**src/rtl/bp_lce_req_arb_pkg.sv**
```systemverilog
// Shared types for the LCE request arbiter: the opaque LCE->CCE request payload and its widths.
package bp_lce_req_arb_pkg;

    typedef enum logic [1:0] {
        e_bp_default_cfg,
        e_bp_inv_cfg
    } bp_params_e;

    localparam int paddr_width_gp  = 40;
    localparam int lce_id_width_gp = 4;
    localparam int cce_id_width_gp = 4;
    localparam int req_data_width_gp = 64;

    typedef enum logic [2:0] {
        e_lce_req_type_rd,
        e_lce_req_type_wr,
        e_lce_req_type_uc_rd,
        e_lce_req_type_uc_wr
    } bp_lce_cce_req_type_e;

    typedef struct packed {
        bp_lce_cce_req_type_e        msg_type;
        logic [lce_id_width_gp-1:0]  src_id;
        logic [cce_id_width_gp-1:0]  dst_id;
        logic [paddr_width_gp-1:0]   addr;
    } bp_lce_cce_req_hdr_s;

    typedef struct packed {
        bp_lce_cce_req_hdr_s           hdr;
        logic [req_data_width_gp-1:0]  data;
    } bp_lce_cce_req_s;

    localparam int lce_cce_req_width_gp = $bits(bp_lce_cce_req_s);

endpackage

```
**src/rtl/bp_lce_req_arb_slot.sv**
```systemverilog
// One-entry ready->valid holding buffer; ready reflects registered emptiness only.
module bp_lce_req_arb_slot
    import bp_lce_req_arb_pkg::*;
(
    input  logic            clk_i,
    input  logic            reset_i,
    input  bp_lce_cce_req_s data_i,
    input  logic            v_i,
    output logic            ready_o,
    output bp_lce_cce_req_s data_o,
    output logic            v_o,
    input  logic            yumi_i
);

    logic            v_r;
    bp_lce_cce_req_s data_r;

    assign ready_o = ~v_r & ~reset_i;
    assign v_o     = v_r;
    assign data_o  = data_r;

    always_ff @(posedge clk_i) begin
        if (reset_i)
            v_r <= 1'b0;
        else if (v_i & ready_o)
            v_r <= 1'b1;
        else if (yumi_i)
            v_r <= 1'b0;
    end

    // NOTE: the payload register has no reset; v_r alone decides whether its contents are used.
    always_ff @(posedge clk_i) begin
        if (v_i & ready_o)
            data_r <= data_i;
    end

    enq_protocol_a: assert property (@(posedge clk_i) disable iff (reset_i) !(v_i && !ready_o))
        else $error("lce request valid asserted while slot not ready");

endmodule

```
**src/rtl/bp_lce_req_arbiter.sv**
```systemverilog
// Round-robin share of one LCE request port among num_req_p one-entry slots.
// Optional per-requester send counters: define BP_LCE_REQ_ARB_STATS_EN.
module bp_lce_req_arbiter
    import bp_lce_req_arb_pkg::*;
#(
    parameter bp_params_e bp_params_p  = e_bp_inv_cfg,
    parameter int         num_req_p    = 2,
    parameter int         stat_width_p = 32
) (
    input  logic                                       clk_i,
    input  logic                                       reset_i,
    input  logic [num_req_p*lce_cce_req_width_gp-1:0]  lce_req_i,
    input  logic [num_req_p-1:0]                       lce_req_v_i,
    output logic [num_req_p-1:0]                       lce_req_ready_o,
    output logic [lce_cce_req_width_gp-1:0]            lce_req_o,
    output logic                                       lce_req_v_o,
    input  logic                                       lce_req_ready_i,
    output logic [num_req_p*stat_width_p-1:0]          sent_count_o
);

    localparam int ptr_width_lp = $clog2(num_req_p);
    typedef logic [ptr_width_lp-1:0] ptr_t;
    localparam logic [ptr_width_lp:0] num_req_lp = (ptr_width_lp+1)'(num_req_p);

    bp_lce_cce_req_s        slot_data [num_req_p];
    logic [num_req_p-1:0]   slot_v;
    logic [num_req_p-1:0]   slot_yumi;
    logic [num_req_p-1:0]   rot_v;
    logic [ptr_width_lp:0]  grant_sum;
    ptr_t                   rr_ptr_r, offset, grant;
    logic                   send;

    for (genvar i = 0; i < num_req_p; i++) begin : g_slot
        bp_lce_req_arb_slot slot (
            .clk_i   (clk_i),
            .reset_i (reset_i),
            .data_i  (lce_req_i[i*lce_cce_req_width_gp +: lce_cce_req_width_gp]),
            .v_i     (lce_req_v_i[i]),
            .ready_o (lce_req_ready_o[i]),
            .data_o  (slot_data[i]),
            .v_o     (slot_v[i]),
            .yumi_i  (slot_yumi[i])
        );
    end

    // Rotate so rr_ptr_r sits at bit 0, priority-encode, then rotate the offset back.
    // NOTE: every always_comb output is defaulted before any conditional write, so no latch is inferred.
    always_comb begin
        rot_v  = num_req_p'({slot_v, slot_v} >> rr_ptr_r);
        offset = '0;
        for (int k = num_req_p - 1; k >= 0; k--) begin
            if (rot_v[k])
                offset = ptr_t'(k);
        end
        grant_sum = {1'b0, rr_ptr_r} + {1'b0, offset};
        if (grant_sum >= num_req_lp)
            grant_sum = grant_sum - num_req_lp;
        grant = grant_sum[ptr_width_lp-1:0];
    end

    assign send        = lce_req_ready_i & (|slot_v) & ~reset_i;
    assign lce_req_v_o = send;
    assign lce_req_o   = slot_data[grant];

    always_comb begin
        slot_yumi        = '0;
        slot_yumi[grant] = send;
    end

    always_ff @(posedge clk_i) begin
        if (reset_i)
            rr_ptr_r <= '0;
        else if (send)
            rr_ptr_r <= (grant == ptr_t'(num_req_p - 1)) ? '0 : grant + 1'b1;
    end

`ifdef BP_LCE_REQ_ARB_STATS_EN
    logic [stat_width_p-1:0] sent_cnt_r [num_req_p];

    for (genvar i = 0; i < num_req_p; i++) begin : g_stat
        always_ff @(posedge clk_i) begin
            if (reset_i)
                sent_cnt_r[i] <= '0;
            else if (slot_yumi[i] && !(&sent_cnt_r[i]))
                sent_cnt_r[i] <= sent_cnt_r[i] + 1'b1;
        end
        assign sent_count_o[i*stat_width_p +: stat_width_p] = sent_cnt_r[i];
    end
`else
    assign sent_count_o = '0;
`endif

    cfg_supported_a: assert property (@(posedge clk_i) bp_params_p == e_bp_inv_cfg)
        else $error("unsupported processor configuration");

endmodule

```
**config.mk**
```make
export PLATFORM = sky130hd
export DESIGN_NAME = bp_lce_req_arbiter
export DESIGN_NICKNAME = d
export VERILOG_FILES = /design/src/rtl/bp_lce_req_arb_pkg.sv /design/src/rtl/bp_lce_req_arb_slot.sv /design/src/rtl/bp_lce_req_arbiter.sv
export SDC_FILE = /design/constraint.sdc
export NUM_CORES = 1
export LEC_CHECK = 0
export CORE_MARGIN = 3
export CORE_UTILIZATION = 25
export CTS_CLUSTER_DIAMETER = 50
export DETAILED_ROUTE_END_ITERATION = 7
export SYNTH_ARGS = -nofsm -noshare
export SYNTH_HDL_FRONTEND = slang
export SYNTH_HIERARCHICAL = 1
export SYNTH_SLANG_ARGS = --single-unit
```
**constraint.sdc**
```tcl
create_clock -name clk_i -period 6 [get_ports clk_i]
set_clock_uncertainty 0.15 [all_clocks]
set_input_delay 1.8 -clock clk_i [delete_from_list [all_inputs] [get_ports clk_i]]
set_output_delay 1.8 -clock clk_i [all_outputs]
set_load 0.05 [all_outputs]
```
==> metrics.md, run 1 <==
| Metric | Value |
|---|---|
| Register bit total from synthesis | `233` |
| Worst-path maximum fanout | `3` |
| RR Startpoint | `g_slot[1].slot/v_o` |
| Syn Inst Count | `446` |
| Design area | `14100 um^2` |
| Tmin final | `5400 ps` |
| Ys Warns | `6` |
| # hold bufs at CTS | `0` |
| Area share of the largest cell type after synthesis | `75.4%` |
| Setup TNS | `0 ps` |
| Die Ht | `197 um` |
| Static Leak | `5.07 nW` |
| Num CTS Buffers | `31` |
| Async set or reset register ratio after synthesis | `0%` |
| H-tree depth | `1` |
| Final Setup Violations | `0` |
| Die width | `197 um` |
| Critical path class | `primary input to output pin` |
| Die ar. | `39000 um^2` |
| Clock buffer depth | `3` |
| Via count | `5033` |
| Clock insertion delay at the later pin of the skew report | `550 ps` |
| Placed Area | `13000 um^2` |
| Hold WC Path Type | `flop to flop` |
| Crit. End Element | `output pin` |
| PwrDens | `330 nW/um^2` |
| CTS tree | `done` |
| CTS Sinks | `233` |
| Post-CTS sizing | `0` |
| Total wire length | `22.5 mm` |
| Std-Cell Rows | `69` |
| DRT iter0 DRCs | `133` |
| Share of layout cells above drive strength 1 | `21.1%` |
| Top cells by area, synth | `edfxtp_1 (75%), mux2_4 (8.2%), mux2_2 (8.0%)` |
| Clock root buffer | `clkbuf_16` |
| Worst R2R End | `g_slot[1].slot/data_o[63]` |
| Crit share post-route | `90.0%` |
| Average cell area after synthesis | `20.5 um^2` |
| First-pass GRT wire length | `32.4 mm` |
| CTS clock-pin slew for the worst setup and hold paths | `50 ps` |
| Startpoint types | `primary input` |
| Critical path destination | `lce_req_v_o` |
| Maximum VDD drop | `0.228 mV` |
| Vias in the first global route | `5449` |
| Post-CTS Setup Inserts | `0` |
| Critical path arrival | `3450 ps` |
| Most frequent cell after synthesis | `edfxtp_1` |
| Yosys cell types | `19` |
| Most frequent cells after synthesis | `edfxtp_1 (230), mux2_2 (65), buf_4 (64), mux2_4 (50)` |
| Initial core utilization | `25.6%` |
| Top FF cell, synth | `edfxtp_1` |
| GPL Wtd Cong | `0.718` |
| Slew @ Worst Pin | `703 ps` |
| Pre-antenna DRT Iters | `4` |
| NumNets Final | `1062` |
| Layout area overhead | `53.7%` |
| Cell Area, Synth | `9160 um^2` |
| HPWL after DPL | `16.0 mm` |
| Initial antenna violation count | `0` |
| Slew Viols, Final | `0` |
| Worst Setup SP | `lce_req_ready_i` |
| Antenna diodes | `0` |
| Slew headroom | `53.1%` |
| # IOs | `417` |
| Antenna-violating nets left | `0` |
| Final Hold Vio Count | `0` |
| Drc violations | `0` |
| Number of max-cap violations | `0` |
| Seq/Total Area, Yosys | `76.0%` |
| CP required | `4050 ps` |
| Fmax | `185 MHz` |
| Core area | `35800 um^2` |
| Grt total ovfl | `0` |
| RSZ-0062 raised after global routing | `no` |
| Total GRT Usage | `10.8%` |
| Largest net degree at the start of global routing | `57` |
| Status | `complete, no violations` |
| Flop2flop setup slack | `3890 ps` |
| WL per Instance | `17.2 um` |
| Port bufs | `352` |
| Post-synth EDFFs | `230` |
| R2R cell count | `3` |
| Routed vias/inst | `3.83` |
| Largest area contributor in the netlist | `edfxtp_1` |
-- kinds of logic after synthesis --
family	count (synthesis)	share of synthesized area, %
compound gates	7	0.533
mux	115	16.2
fa+ha+maj	1	0.123
buf+inv	78	6.39
flops	233	76.0
simple gates	11	0.696
other cells	1	0.0409
-- flip-flops by register name, indices dropped and copies added (netlist names) --
signal / count
g_slot.slot/data_o: 230
g_slot.slot/v_o: 2
rr_ptr_r: 1
-- where the power goes --
group / switching (W) / total [W] / internal (W)
sequential: 0.0000187 / 0.00189 / 0.00187
combinational: 0.000553 / 0.000936 / 0.000384
clock: 0.000673 / 0.00182 / 0.00115
-- worst min path at each step --
stage	startpoint	endpoint	slack, ps	depth (start not counted)
3_5_place_dp	rr_ptr_r	rr_ptr_r	400	1
3_3_place_gp	rr_ptr_r	rr_ptr_r	370	1
5_1_grt	rr_ptr_r	rr_ptr_r	440	1
6_report	rr_ptr_r	rr_ptr_r	410	1
2_1_floorplan	rr_ptr_r	rr_ptr_r	340	1
4_1_cts	rr_ptr_r	rr_ptr_r	410	1
-- critical path: stages --
cell and delay, ps:
clkdlybuf4s50_1 490, nor2b_1 220, o21a_1 150, clkdlybuf4s50_1 800
-- placed cells by master (no fill, tap or decap), types with 4 or more instances in the layout --
cell type / Yosys / layout
conb_1: 1 / 64
clkinv_2: 0 / 5
bufinv_16: 0 / 4
buf_4: 64 / 5
clkbuf_1: 0 / 8
clkdlybuf4s50_1: 0 / 352
edfxtp_1: 230 / 230
mux2_4: 50 / 50
buf_12: 0 / 4
mux2_2: 65 / 65
nand2b_1: 4 / 4
clkbuf_16: 0 / 31
-- through the flow --
step / setup slack (ps) / hold WS [ps] / total power, W / cells / util [%]
3_3_place_gp: 603 / 367 / 0.00287 / 1255 / 36.4
4_1_cts: 598 / 410 / 0.00473 / 1313 / 39.3
2_1_floorplan: 382 / 339 / 0.00255 / 509 / -
5_1_grt: 526 / 443 / 0.00483 / 1313 / 39.3
6_report: 599 / 411 / 0.00465 / 1313 / 39.3
3_5_place_dp: 608 / 403 / 0.00287 / 1255 / 36.4
-- cell type report --
type                    count  area (um^2)
clock buffers              41          833
clock inverters            17          203
fillers                  3329        21700
inverters                   2         7.51
multi-input cells         198         1850
flip-flops and latches    233         6970
well taps                 461          577
repair buffers            361         3640
-- routing by layer --
layer / track usage (%) / share of wire, % / up-vias / wire length [um]
met5: 0 / 0 / - / 0
met4: 2.90 / 2.4 / 0 / 536
met3: 5.99 / 13 / 38 / 2860
met2: 18.6 / 48 / 269 / 10900
met1: 11.5 / 37 / 2378 / 8230
li1: - / - / 2348 / -
No activity file was read; power rests on OpenSTA's default activity.
==> inputs of run 2 (changes only) <==
--- a/config.mk
+++ b/config.mk
@@ -13,3 +13,4 @@
 export SYNTH_HDL_FRONTEND = slang
 export SYNTH_HIERARCHICAL = 1
 export SYNTH_SLANG_ARGS = --single-unit
+export TNS_END_PERCENT = 5
==> results of run 2 <==
Same layout as run 1: the final DEF is identical, and so are final timing and power.
==> inputs of run 3 (changes only) <==
--- a/config.mk
+++ b/config.mk
@@ -9,8 +9,8 @@
 export CORE_UTILIZATION = 25
 export CTS_CLUSTER_DIAMETER = 50
 export DETAILED_ROUTE_END_ITERATION = 7
+export REMOVE_ABC_BUFFERS = 1
 export SYNTH_ARGS = -nofsm -noshare
 export SYNTH_HDL_FRONTEND = slang
-export SYNTH_HIERARCHICAL = 1
 export SYNTH_SLANG_ARGS = --single-unit
 export TNS_END_PERCENT = 5
==> run 3 against run 2 <==
  * Largest cell class unchanged
  * Largest power group unchanged
  * Sequential share of layout area up 1.5 points
  * Area after synthesis down 2.0%
  * Non-clock buffer count down 5
==> metrics.md, run 3 <==
| Metric | Value |
|---|---|
| Status | `complete, no violations (unchanged)` |
| Most frequent cell after synthesis | `edfxtp_1 (unchanged)` |
| Initial core utilization | `25.7% (was 25.6%)` |
| Top cells by area, synth | `edfxtp_1 (77%), mux2_2 (8.2%), mux2_1 (6.3%) (was edfxtp_1 (75%), mux2_4 (8.2%), mux2_2 (8.0%))` |
| Die Ht | `195 um (was 197 um)` |
| First-pass GRT wire length | `32.4 mm (about the same)` |
| Crit. End Element | `output pin (unchanged)` |
| Top FF cell, synth | `edfxtp_1 (unchanged)` |
| Pre-antenna DRT Iters | `4 (unchanged)` |
| Syn Inst Count | `444 (was 446)` |
| Yosys cell types | `16 (was 19)` |
| Std-Cell Rows | `68 (was 69)` |
| Die ar. | `38200 um^2 (was 39000 um^2)` |
| Average cell area after synthesis | `20.2 um^2 (was 20.5 um^2)` |
| Layout area overhead | `52.3% (was 53.7%)` |
| DRT iter0 DRCs | `121 (was 133)` |
| CTS tree | `done (unchanged)` |
| Via count | `5045 (was 5033)` |
| Final Hold Vio Count | `0 (unchanged)` |
| Routed vias/inst | `3.91 (was 3.83)` |
| Clock insertion delay at the later pin of the skew report | `530 ps (was 550 ps)` |
| Most common cell after layout, fill and taps aside | `clkdlybuf4s50_1 (unchanged)` |
| Design area | `13700 um^2 (was 14100 um^2)` |
| Share of layout cells above drive strength 1 | `13.6% (was 21.1%)` |
| CP required | `4050 ps (about the same)` |
| Slew Viols, Final | `0 (unchanged)` |
| Ys Warns | `0 (was 6)` |
| Critical path class | `primary input to output pin (unchanged)` |
| Critical hold path startpoint | `rr_ptr_r (unchanged)` |
| Register area | `6970 um^2 (unchanged)` |
| Largest area contributor in the netlist | `edfxtp_1 (unchanged)` |
| PwrDens | `318 nW/um^2 (was 330 nW/um^2)` |
| Slew @ Worst Pin | `720 ps (was 703 ps)` |
| Core area | `35000 um^2 (was 35800 um^2)` |
| Most frequent cells in the layout | `clkdlybuf4s50_1 (352), edfxtp_1 (230), mux2_2 (65), conb_1 (64), mux2_1 (50) (was clkdlybuf4s50_1 (352), edfxtp_1 (230), mux2_2 (65), conb_1 (64), mux2_4 (50))` |
| Hold Path Depth | `2 (was 1)` |
| Clock buffer depth | `3 (unchanged)` |
| Number of max-cap violations | `0 (unchanged)` |
| Post-CTS Setup Inserts | `0 (unchanged)` |
| NumNets Final | `1051 (was 1062)` |
| # IOs | `417 (unchanged)` |
| Port bufs | `352 (unchanged)` |
| WL per Instance | `17.2 um (about the same)` |
| GPL Wtd Cong | `0.715 (was 0.718)` |
| Critical path arrival | `3350 ps (was 3450 ps)` |
| Compound-cell area share of the yosys netlist | `0.460% (was 0.533%)` |
| Total wire length | `22.2 mm (was 22.5 mm)` |
| CTS Sinks | `233 (unchanged)` |
| # hold bufs at CTS | `0 (unchanged)` |
| Cell Area, Synth | `8980 um^2 (was 9160 um^2)` |
| Tmin final | `5300 ps (was 5400 ps)` |
| Drc violations | `0 (unchanged)` |
| Startpoint types | `primary input (unchanged)` |
| Crit share post-route | `88.3% (was 90.0%)` |
| Post-Layout Cell Count | `1291 (was 1313)` |
| Fmax | `189 MHz (was 185 MHz)` |
| Xor/xnor share of the synthesized area | `0% (unchanged)` |
| WHS Endpoint | `g_slot[0].slot.v_o (was rr_ptr_r)` |
| Worst R2R End | `g_slot[1].slot.data_o[29] (was g_slot[1].slot/data_o[63])` |
| RR Startpoint | `g_slot[1].slot.v_o (was g_slot[1].slot/v_o)` |
| HPWL after DPL | `15.4 mm (was 16.0 mm)` |
| Seq/Total Area, Yosys | `77.6% (was 76.0%)` |
| H-tree depth | `1 (unchanged)` |
| Clock root buffer | `clkbuf_16 (unchanged)` |
| Largest net degree at the start of global routing | `116 (was 57)` |
| Post-synth EDFFs | `230 (unchanged)` |
| Placed instance count | `1240 (was 1255)` |
| Async set or reset register ratio after synthesis | `0% (unchanged)` |
| Post-CTS sizing | `0 (unchanged)` |
| Flop2flop setup slack | `3760 ps (was 3890 ps)` |
| Final Total Pwr | `0.00435 W (was 0.00465 W)` |
| Register bit total from synthesis | `233 (unchanged)` |
| Fill cells | `3255 (was 3329)` |
| Largest family of logic cells by synthesized area | `multiplexers (unchanged)` |
| Area share of the largest cell type after synthesis | `76.9% (was 75.4%)` |
| Total GRT Usage | `10.9% (was 10.8%)` |
| Hold WC Path Type | `flop to flop (unchanged)` |
| Maximum VDD drop | `0.204 mV (was 0.228 mV)` |
| Die width | `195 um (was 197 um)` |
| Worst-path maximum fanout | `4 (was 3)` |
| Placed Area | `12800 um^2 (was 13000 um^2)` |
| Most frequent cells after synthesis | `edfxtp_1 (230), buf_4 (72), mux2_2 (65), mux2_1 (50) (was edfxtp_1 (230), mux2_2 (65), buf_4 (64), mux2_4 (50))` |
| Grt total ovfl | `0 (unchanged)` |
| Antenna diodes | `0 (unchanged)` |
| RSZ-0062 raised after global routing | `no (unchanged)` |
| Vias in the first global route | `5418 (was 5449)` |
| Slew headroom | `52.0% (was 53.1%)` |
| R2R cell count | `3 (unchanged)` |
| Synth Area in Simple Gates | `0.697% (was 0.696%)` |
| Antenna-violating nets left | `0 (unchanged)` |
| Num CTS Buffers | `29 (was 31)` |
| Adder-cell share of the synthesized area | `0% (was 0.123%)` |
| Hold slack final | `386 ps (was 411 ps)` |
| Mux share of post-synthesis cell area | `14.4% (was 16.2%)` |
| CTS clock-pin slew for the worst setup and hold paths | `50 ps (about the same)` |
| Setup TNS | `0 ps (unchanged)` |
| Multi-input logic area | `1640 um^2 (was 1850 um^2)` |
| Static Leak | `4.71 nW (was 5.07 nW)` |
| Final Setup Violations | `0 (unchanged)` |
| Max reg flops | `230 (unchanged)` |
| Initial antenna violation count | `0 (unchanged)` |
## run 3: metal layers
layer,track usage [%],wire length (um),vias up,share of wire (%)
met4,4.12,654,0,2.9
met1,12.2,8220,2426,37
met3,4.92,2530,38,11
met2,18.4,10800,255,49
li1,-,-,2326,-
met5,0,0,-,0
## run 3: logic make-up (layout without fill, tap and decap cells)
group | count (synthesis) | count (layout)
AO/OA/AOI/OAI | 4 | 4
buffers and inverters | 78 | 407
flip-flops | 233 | 233
multiplexers | 115 | 115
other | 1 | 64
AND/OR/NAND/NOR | 13 | 13
## run 3: report_power, final
part           leakage (nW)  internal, W  switching (W)
registers              2.16      0.00187      0.0000152
clock network         0.429     0.000974       0.000648
logic                  2.13     0.000330       0.000516
total                  4.71      0.00317        0.00118
## run 3: through the flow
step,utilization [%],worst slack (ps)
4_1_cts,39.1,702
3_3_place_gp,36.5,707
5_1_grt,39.1,587
3_5_place_dp,36.5,710
2_1_floorplan,-,119
6_report,39.1,700
## run 3: worst max-delay path by stage
stage,endpoint,slack (ps),startpoint
after floorplan,g_slot[0].slot.data_o[0],120,reset_i
after global placement,lce_req_v_o,710,reset_i
after detailed placement,lce_req_v_o,710,lce_req_ready_i
after CTS,lce_req_v_o,700,lce_req_ready_i
after global routing,lce_req_v_o,590,lce_req_ready_i
final,lce_req_v_o,700,lce_req_ready_i
## run 3: final cells by class
class / instances / area share [%]
Clock buffer: 34 / 5.44
Clock inverter: 17 / 1.15
Multi-Input combinational cell: 196 / 12.0
Sequential cell: 233 / 51.0
Tap cell: 455 / 4.16
Timing Repair Buffer: 356 / 26.3
## run 3: worst max-delay path: stages
cell and delay, ps:
clkdlybuf4s50_1 520, nor3b_1 200, clkdlybuf4s50_1 830
